**config.mk**
```make
export PLATFORM = sky130hd
export DESIGN_NAME = mastermind_guess_engine
export DESIGN_NICKNAME = d
export VERILOG_FILES = /design/src/rtl/mastermind_guess_engine.sv
export SDC_FILE = /design/constraint.sdc
export NUM_CORES = 1
export LEC_CHECK = 0
export ABC_AREA = 0
export CORE_MARGIN = 4
export CORE_UTILIZATION = 55
export CTS_CLUSTER_SIZE = 16
export DETAILED_ROUTE_END_ITERATION = 6
export PLACE_DENSITY = 0.76
export REMOVE_ABC_BUFFERS = 1
export SLEW_MARGIN = 20
export SYNTH_ARGS = -nofsm -noshare
export SYNTH_HDL_FRONTEND = slang
export SYNTH_SLANG_ARGS = --single-unit
```
**constraint.sdc**
```tcl
create_clock -name CLOCK_50 -period 5.5 [get_ports CLOCK_50]
set_clock_uncertainty 0.1 [all_clocks]
set_input_delay 1.65 -clock CLOCK_50 [delete_from_list [all_inputs] [get_ports CLOCK_50]]
set_output_delay 1.65 -clock CLOCK_50 [all_outputs]
set_load 0.05 [all_outputs]
```
**src/rtl/mastermind_guess_engine.sv**
```systemverilog
// Mastermind guess engine: switch/pushbutton guess entry plus a sequential black/white peg scorer.
// Build option: define DUP_CHECK_EN to reject guesses that repeat a colour (dup_err instead of a score).
module mastermind_guess_engine #(
  parameter int NUM_DIGITS = 4,
  parameter int COLOR_W    = 3,
  parameter int MAX_TURNS  = 10,
  localparam int CUR_W  = ($clog2(NUM_DIGITS) > 1) ? $clog2(NUM_DIGITS) : 1,
  localparam int CNT_W  = $clog2(NUM_DIGITS + 1),
  localparam int TURN_W = $clog2(MAX_TURNS + 1)
) (
  input  logic                          CLOCK_50,
  input  logic                          RESET,
  input  logic                          key_next_n,
  input  logic                          key_submit_n,
  input  logic [COLOR_W-1:0]            sw_value,
  input  logic [NUM_DIGITS*COLOR_W-1:0] secret,
  output logic [NUM_DIGITS*COLOR_W-1:0] guess,
  output logic [CUR_W-1:0]              cursor,
  output logic                          busy,
  output logic                          score_valid,
  output logic [CNT_W-1:0]              black,
  output logic [CNT_W-1:0]              white,
  output logic [TURN_W-1:0]             turn,
  output logic                          win,
  output logic                          game_over,
  output logic                          dup_err
);

  localparam int NCOL = 1 << COLOR_W;

  typedef enum logic [1:0] {IDLE, SCAN, TALLY, DONE} state_t;
  state_t state_q, state_d;

  logic [2:0]         next_sh, sub_sh;
  logic               next_press, sub_press, accept, submit_go, next_go;
  logic [COLOR_W-1:0] gd [NUM_DIGITS];
  logic [COLOR_W-1:0] sd [NUM_DIGITS];
  logic [CNT_W-1:0]   hist_g [NCOL];
  logic [CNT_W-1:0]   hist_s [NCOL];
  logic [CUR_W-1:0]   k_q;
  logic [COLOR_W-1:0] c_q;
  logic [COLOR_W-1:0] g_k, s_k;
  logic [CNT_W-1:0]   black_acc, match_q, match_total;
  logic [TURN_W-1:0]  turn_inc;
  logic               last_scan, last_tally, dup_q;

  function automatic logic [CNT_W-1:0] min_cnt(input logic [CNT_W-1:0] a, input logic [CNT_W-1:0] b);
    return (a < b) ? a : b;
  endfunction

  // Key synchronisers: [0],[1] two-flop sync, [2] delay; released state is all ones
  always_ff @(posedge CLOCK_50) begin
    if (RESET) begin
      next_sh <= 3'b111;
      sub_sh  <= 3'b111;
    end else begin
      next_sh <= {next_sh[1:0], key_next_n};
      sub_sh  <= {sub_sh[1:0], key_submit_n};
    end
  end

  assign next_press  = next_sh[2] & ~next_sh[1];
  assign sub_press   = sub_sh[2] & ~sub_sh[1];
  assign accept      = (state_q == IDLE) && !game_over;
  assign submit_go   = accept && sub_press;
  assign next_go     = accept && next_press && !sub_press;
  assign g_k         = gd[k_q];
  assign s_k         = sd[k_q];
  assign last_scan   = (k_q == CUR_W'(NUM_DIGITS - 1));
  assign last_tally  = (state_q == TALLY) && (c_q == '1);
  assign match_total = match_q + min_cnt(hist_g[c_q], hist_s[c_q]);
  assign turn_inc    = turn + TURN_W'(1);
  assign busy        = (state_q != IDLE);

  // Pack the digit registers onto the guess bus, digit 0 in the low bits
  always_comb begin
    guess = '0;
    for (int i = 0; i < NUM_DIGITS; i++) guess[i*COLOR_W +: COLOR_W] = gd[i];
  end

  // State register
  always_ff @(posedge CLOCK_50) begin
    if (RESET) state_q <= IDLE;
    else       state_q <= state_d;
  end

  // Next-state logic: IDLE -> SCAN (N cycles) -> TALLY (2**COLOR_W cycles) -> DONE -> IDLE
  always_comb begin
    state_d = state_q;
    case (state_q)
      IDLE:    if (submit_go) state_d = SCAN;
      SCAN:    if (last_scan) state_d = TALLY;
      TALLY:   if (c_q == '1) state_d = DONE;
      DONE:    state_d = IDLE;
      default: state_d = IDLE;
    endcase
  end

  // Secret snapshot taken on submit; pure data, no reset needed
  always_ff @(posedge CLOCK_50) begin
    if (submit_go)
      for (int i = 0; i < NUM_DIGITS; i++) sd[i] <= secret[i*COLOR_W +: COLOR_W];
  end

  // Guess entry, scan/tally accumulation and registered score outputs
  always_ff @(posedge CLOCK_50) begin
    if (RESET) begin
      for (int i = 0; i < NUM_DIGITS; i++) gd[i] <= '0;
      for (int c = 0; c < NCOL; c++) begin
        hist_g[c] <= '0;
        hist_s[c] <= '0;
      end
      cursor      <= '0;
      k_q         <= '0;
      c_q         <= '0;
      black_acc   <= '0;
      match_q     <= '0;
      score_valid <= 1'b0;
      black       <= '0;
      white       <= '0;
      turn        <= '0;
      win         <= 1'b0;
      game_over   <= 1'b0;
    end else begin
      score_valid <= 1'b0;
      case (state_q)
        IDLE: begin
          if (accept) gd[cursor] <= sw_value;
          if (submit_go) begin
            k_q       <= '0;
            black_acc <= '0;
          end else if (next_go) begin
            cursor <= (cursor == CUR_W'(NUM_DIGITS - 1)) ? '0 : cursor + CUR_W'(1);
          end
        end
        SCAN: begin
          black_acc   <= black_acc + CNT_W'(g_k == s_k);
          hist_g[g_k] <= hist_g[g_k] + CNT_W'(1);
          hist_s[s_k] <= hist_s[s_k] + CNT_W'(1);
          k_q         <= k_q + CUR_W'(1);
          c_q         <= '0;
          match_q     <= '0;
        end
        TALLY: begin
          match_q <= match_total;
          c_q     <= c_q + COLOR_W'(1);
          if (last_tally && !dup_q) begin
            black       <= black_acc;
            white       <= match_total - black_acc;
            score_valid <= 1'b1;
            turn        <= turn_inc;
            win         <= (black_acc == CNT_W'(NUM_DIGITS));
            game_over   <= (black_acc == CNT_W'(NUM_DIGITS)) || (turn_inc == TURN_W'(MAX_TURNS));
          end
        end
        DONE: begin
          cursor <= '0;
          for (int c = 0; c < NCOL; c++) begin
            hist_g[c] <= '0;
            hist_s[c] <= '0;
          end
        end
        default: ;
      endcase
    end
  end

`ifdef DUP_CHECK_EN
  // Flag a guess colour seen earlier in the scan; report it in place of a score
  always_ff @(posedge CLOCK_50) begin
    if (RESET) begin
      dup_q   <= 1'b0;
      dup_err <= 1'b0;
    end else begin
      dup_err <= 1'b0;
      if (submit_go) dup_q <= 1'b0;
      else if ((state_q == SCAN) && (hist_g[g_k] != '0)) dup_q <= 1'b1;
      if (last_tally && dup_q) dup_err <= 1'b1;
    end
  end
`else
  assign dup_q   = 1'b0;
  assign dup_err = 1'b0;
`endif

endmodule

```
* After elaboration in Yosys (flattened, before gate mapping) *
Memory sizes are Yosys's and may differ from the RTL's. A register that Yosys moved wholly into a read port is not among the register bits.
Cells that the tools add are included.

storage, ports and cells
  register bits after elaboration = 34
  latch bits = 0
  bits in writable memories = 72
  ROM bits = 0
  input bits = 19
  output and inout bits = 29
  word-level logic and storage cells = 147
  memories = 4

operators by class
  add/subtract/negate cells = 9
  multipliers = 0
  divide/modulo/power cells = 0
  magnitude comparators = 1
  eq/ne operators = 14
  shifts and indexed selects = 0
  mux-type cells = 63
  bitwise operators = 21
  reduce and logical (&&, ||, !) cells = 21

memories
  memory  words  bits a word  rd ports  clocked after Yosys merged registers in  write ports  RTL line  text
  hist_g  8      3            2         1                                        8            38        logic [CNT_W-1:0] hist_g [NCOL];
  hist_s  8      3            2         1                                        8            39        logic [CNT_W-1:0] hist_s [NCOL];
  gd      4      3            5         1                                        4            36        logic [COLOR_W-1:0] gd [NUM_DIGITS];
  sd      4      3            1         1                                        4            37        logic [COLOR_W-1:0] sd [NUM_DIGITS];

operators by type and width
  operator                                     number
  two-way mux 3 bit                            27
  two-way mux 2 bit                            12
  two-way mux 1 bit                            18
  one-hot mux 3 bit (2 select lines)           3
  bitwise OR 1 bit                             16
  adder 3 x 1 -> 3 bit, second input constant  3
  OR reduction 3 bit                           3
  == test 2 bit, second input constant         4
  != test 2 bit, second input constant         4
  one-hot mux 2 bit (2 select lines)           2
  one-hot mux 2 bit (4 select lines)           1
  nonzero test 2 bit                           4
  == test 3 bit, second input constant         2
  AND reduction 3 bit                          2
  logical AND 1 bit                            5
  adder 2 x 1 -> 2 bit, second input constant  2
  adder 4 x 1 -> 4 bit, second input constant  1
  == test 4 bit, second input constant         1
  AND reduction 2 bit                          2
  adder 3 x 1 -> 3 bit                         1
  adder 3 bit                                  1
  == test 3 bit                                1
  less-than comparator 3 bit                   1
  NOT 1 bit                                    3
  8 further kinds                              10

* Depth between registers and ports, before layout *
  depth in word-level cells = 8
  depth in mapped cells = 17
  gate-level depth less buffers = 16

* Worst setup path before layout *
OpenSTA, ideal clock, no wires.

  path kind = register to register
  start = reg (tool-made name)
  end = reg white[2]
  setup time = 0.070 ns
  data arrival time = 3.774 ns
  required time = 5.330 ns
  path slack = 1.556 ns
  stages on the path, launching flop included = 17
  buffers on the path = 1
  path through = dfxtp_1 buf_2 mux4_2 mux2_2 ha_1 a21oi_1 nand2_1 a22oi_1 ha_1 inv_1 fa_1 inv_1 fa_1 xor2_1 xnor2_1 nand2_1 a21oi_1

RTL lines
  item                  RTL line  text
  to (signal assigned)  149       white <= match_total - black_acc;
  to (decl)             22        output logic [CNT_W-1:0] white,

==> impl_metrics.env <==
export IMPL_grt_pass1_wl_um=18400
export IMPL_critical_path_cell_chain="mux4_2, mux2_2, ha_1, a21oi_1, nand2_1, a22oi_1, ha_1, inv_1, fa_1, inv_1, fa_1, xor2_1, xnor2_1, nand2_1, a21oi_1"
export IMPL_grt_start_max_net_pins=25
export IMPL_dp_hpwl_um=8440
export IMPL_fillers=787
export IMPL_clkTransAtPathRegs_ns=0.10
export IMPL_hold_violations=0
export IMPL_final_cell_mix="nor2_1 (76), edfxtp_1 (72), nand2_1 (49)"
export IMPL_r2r_cells=15
export IMPL_drt_initial_drc_count=345
export IMPL_core_area_um2=9820
export IMPL_post_cts_buffers=0
export IMPL_syn_area_um2=5590
export IMPL_crit_arrival_ns=4.60
export IMPL_area_growth_pct=12.9
export IMPL_synthArstFlopShare=0
export IMPL_routed_wl_um=11200
export IMPL_grt_pass1_vias=3760
export IMPL_tritoncts="yes"
export IMPL_antenna_found_initial=0
export IMPL_cpPeakStageDelay_ns=0.81
export IMPL_wire_per_inst_um=17.0
export IMPL_gr_total_overflow=0
export IMPL_max_slew_margin=0.505
export IMPL_drt_pass1_iter_count=5
export IMPL_max_cap_viol_count=0
export IMPL_fp_row_count=36
export IMPL_final_common_cell="nor2_1"
export IMPL_min_from="next_sh[0]$_SDFF_PP1_"
export IMPL_synth_top_flop_cell="edfxtp_1"
export IMPL_synthCells=476
export IMPL_gp_congestion=0.870
export IMPL_multi_input_area_um2=2490
export IMPL_hold_path_depth=1
export IMPL_die_width_um=109
export IMPL_setup_viol=0
export IMPL_drc=0
export IMPL_die_y_um=109
export IMPL_cp_max_fo=12
export IMPL_crit_type="flop to flop"
export IMPL_numCtsBuffers=9
export IMPL_crit_path_end_kind="flop"
export IMPL_hold_buffers=0
export IMPL_status="finished clean"
export IMPL_cp_start_kind="flop"
export IMPL_num_antenna_cells=0
export IMPL_cts_root_buffer_cell="clkbuf_8"
export IMPL_clk_latency_ns=0.37
export IMPL_io_buffers=46
export IMPL_finalCritPeriodShare=0.800
export IMPL_final_nets=558
export IMPL_crit_path_top_delay_cell="dfxtp_1"
export IMPL_power_density_nw_per_um2=337
export IMPL_finalMaxSlewViolations=0
export IMPL_synth_enable_flop_cells=72
export IMPL_start_util=0.570
export IMPL_vias=3794
export IMPL_grtUsageTotal=0.203
export IMPL_tns_ns=0
export IMPL_drive_gt1_frac=0.105
export IMPL_yosysWarnings=0
export IMPL_drt_antenna_violating_nets=0
export IMPL_hold_worst_slack_ns=0.322
export IMPL_fmax_mhz=227
export IMPL_worst_slew_pin_transition_ns=0.742
export IMPL_cts_sinks=111
export IMPL_leakage_nw=2.31
export IMPL_yosysSeqAreaShare=0.526
export IMPL_syn_area_per_cell_um2=11.7
export IMPL_ys_types=43
export IMPL_cts_buffer_depth=2
export IMPL_die_area_um2=11800
export IMPL_final_seq_area_um2=2940
export IMPL_rsz0062_at_grt="false"
export IMPL_cts_resized=0
export IMPL_vias_per_cell=5.79
export IMPL_cp_required_ns=5.70
export IMPL_hold_class="flop to flop"
export IMPL_synth_seq_cells=111
export IMPL_htree_levels=3
export IMPL_pin_count=48
export IMPL_min_period_ns=4.40
export IMPL_vdd_drop_max_mv=0.200
report_power, final:
part	leakage (nW)	switching [mW]	internal [mW]
combinational	1.19	0.427	0.261
sequential	1.05	0.0536	0.960
clock	0.0759	0.264	0.162
worst paths after layout:
check	endpoint	slack, ns
worst min register to register	next_sh[1]$_SDFF_PP1_	0.32
worst min-delay path	next_sh[1]$_SDFF_PP1_	0.32
worst max register to register	white[2]$_SDFFE_PP0P_	1.10
worst max-delay path	white[2]$_SDFFE_PP0P_	1.10
layout make-up:
type                            count  area share
Tap cell                          133      0.0263
Clock inverter                      6     0.00594
Sequential cell                   111       0.466
Clock buffer                       10      0.0202
Inverter                           19      0.0113
Multi-Input combinational cell    327       0.394
Timing Repair Buffer               49      0.0765
cell families after synthesis:
logic type / synth area share
compound gates: 0.0454
xor+xnor: 0.0233
fa+ha+maj: 0.0519
buf+inv: 0.0302
flops: 0.526
mux: 0.163
other cells: 0.000670
simple gates: 0.159
worst max-delay path: cells and delay by family (launching register included):
family	cells	cell delay [ns]
buffers and inverters	2	0.11
AND/OR/NAND/NOR	2	0.14
multiplexers	2	0.92
flip-flops	1	0.81
adder cells (fa/ha/maj)	4	1.39
AO/OA/AOI/OAI	3	0.57
XOR/XNOR	2	0.29
synthesized netlist by cell type (all sizes together), types with 4 or more instances:
| cell | n | area [um2] |
|---|---|---|
| dfxtp | 39 | 781 |
| mux2i | 26 | 260 |
| a22oi | 5 | 37.5 |
| nand3 | 11 | 55.1 |
| ha | 20 | 250 |
| buf | 9 | 60.1 |
| or2 | 9 | 56.3 |
| xnor2 | 5 | 51.3 |
| and2 | 13 | 81.3 |
| nor3 | 4 | 20.0 |
| xor2 | 9 | 78.8 |
| clkbuf | 10 | 37.5 |
| mux4 | 24 | 563 |
| mux2 | 8 | 90.1 |
| inv | 19 | 71.3 |
| nor2b | 14 | 87.6 |
| a21oi | 19 | 95.1 |
| nand2b | 4 | 25.0 |
| nand2 | 49 | 184 |
| nor2 | 76 | 285 |
| edfxtp | 72 | 2160 |
per-stage QoR:
step	instances	util	setup slack, ns	power, mW	area [um2]
detailed placement	639	0.626	1.12	1.71	6150
global route	655	0.643	0.786	2.24	6320
finish	655	0.643	1.10	2.13	6320
floorplan	457	-	1.45	1.51	5500
global placement	639	0.626	1.19	1.69	6150
CTS	655	0.643	1.08	2.13	6320
sequential cells by signal, summed over array words and instances, names as in the netlist, named ones only:
name / cells
cursor: 2
black: 3
white: 3
turn: 4
state_q: 2
gd: 12
sd: 12
match_q: 3
k_q: 2
black_acc: 3
sub_sh: 3
hist_g: 24
c_q: 3
score_valid: 1
next_sh: 3
game_over: 1
hist_s: 24
win: 1
layer usage:
layer | global-route usage | vias up | routed length, um
met3 | 0.0355 | 19 | 601
met2 | 0.328 | 128 | 5470
met4 | 0.0748 | 0 | 182
met1 | 0.277 | 1857 | 4920
li1 | - | 1790 | -
met5 | 0 | - | 0
Note: power is estimated with default switching activity, not from simulation.
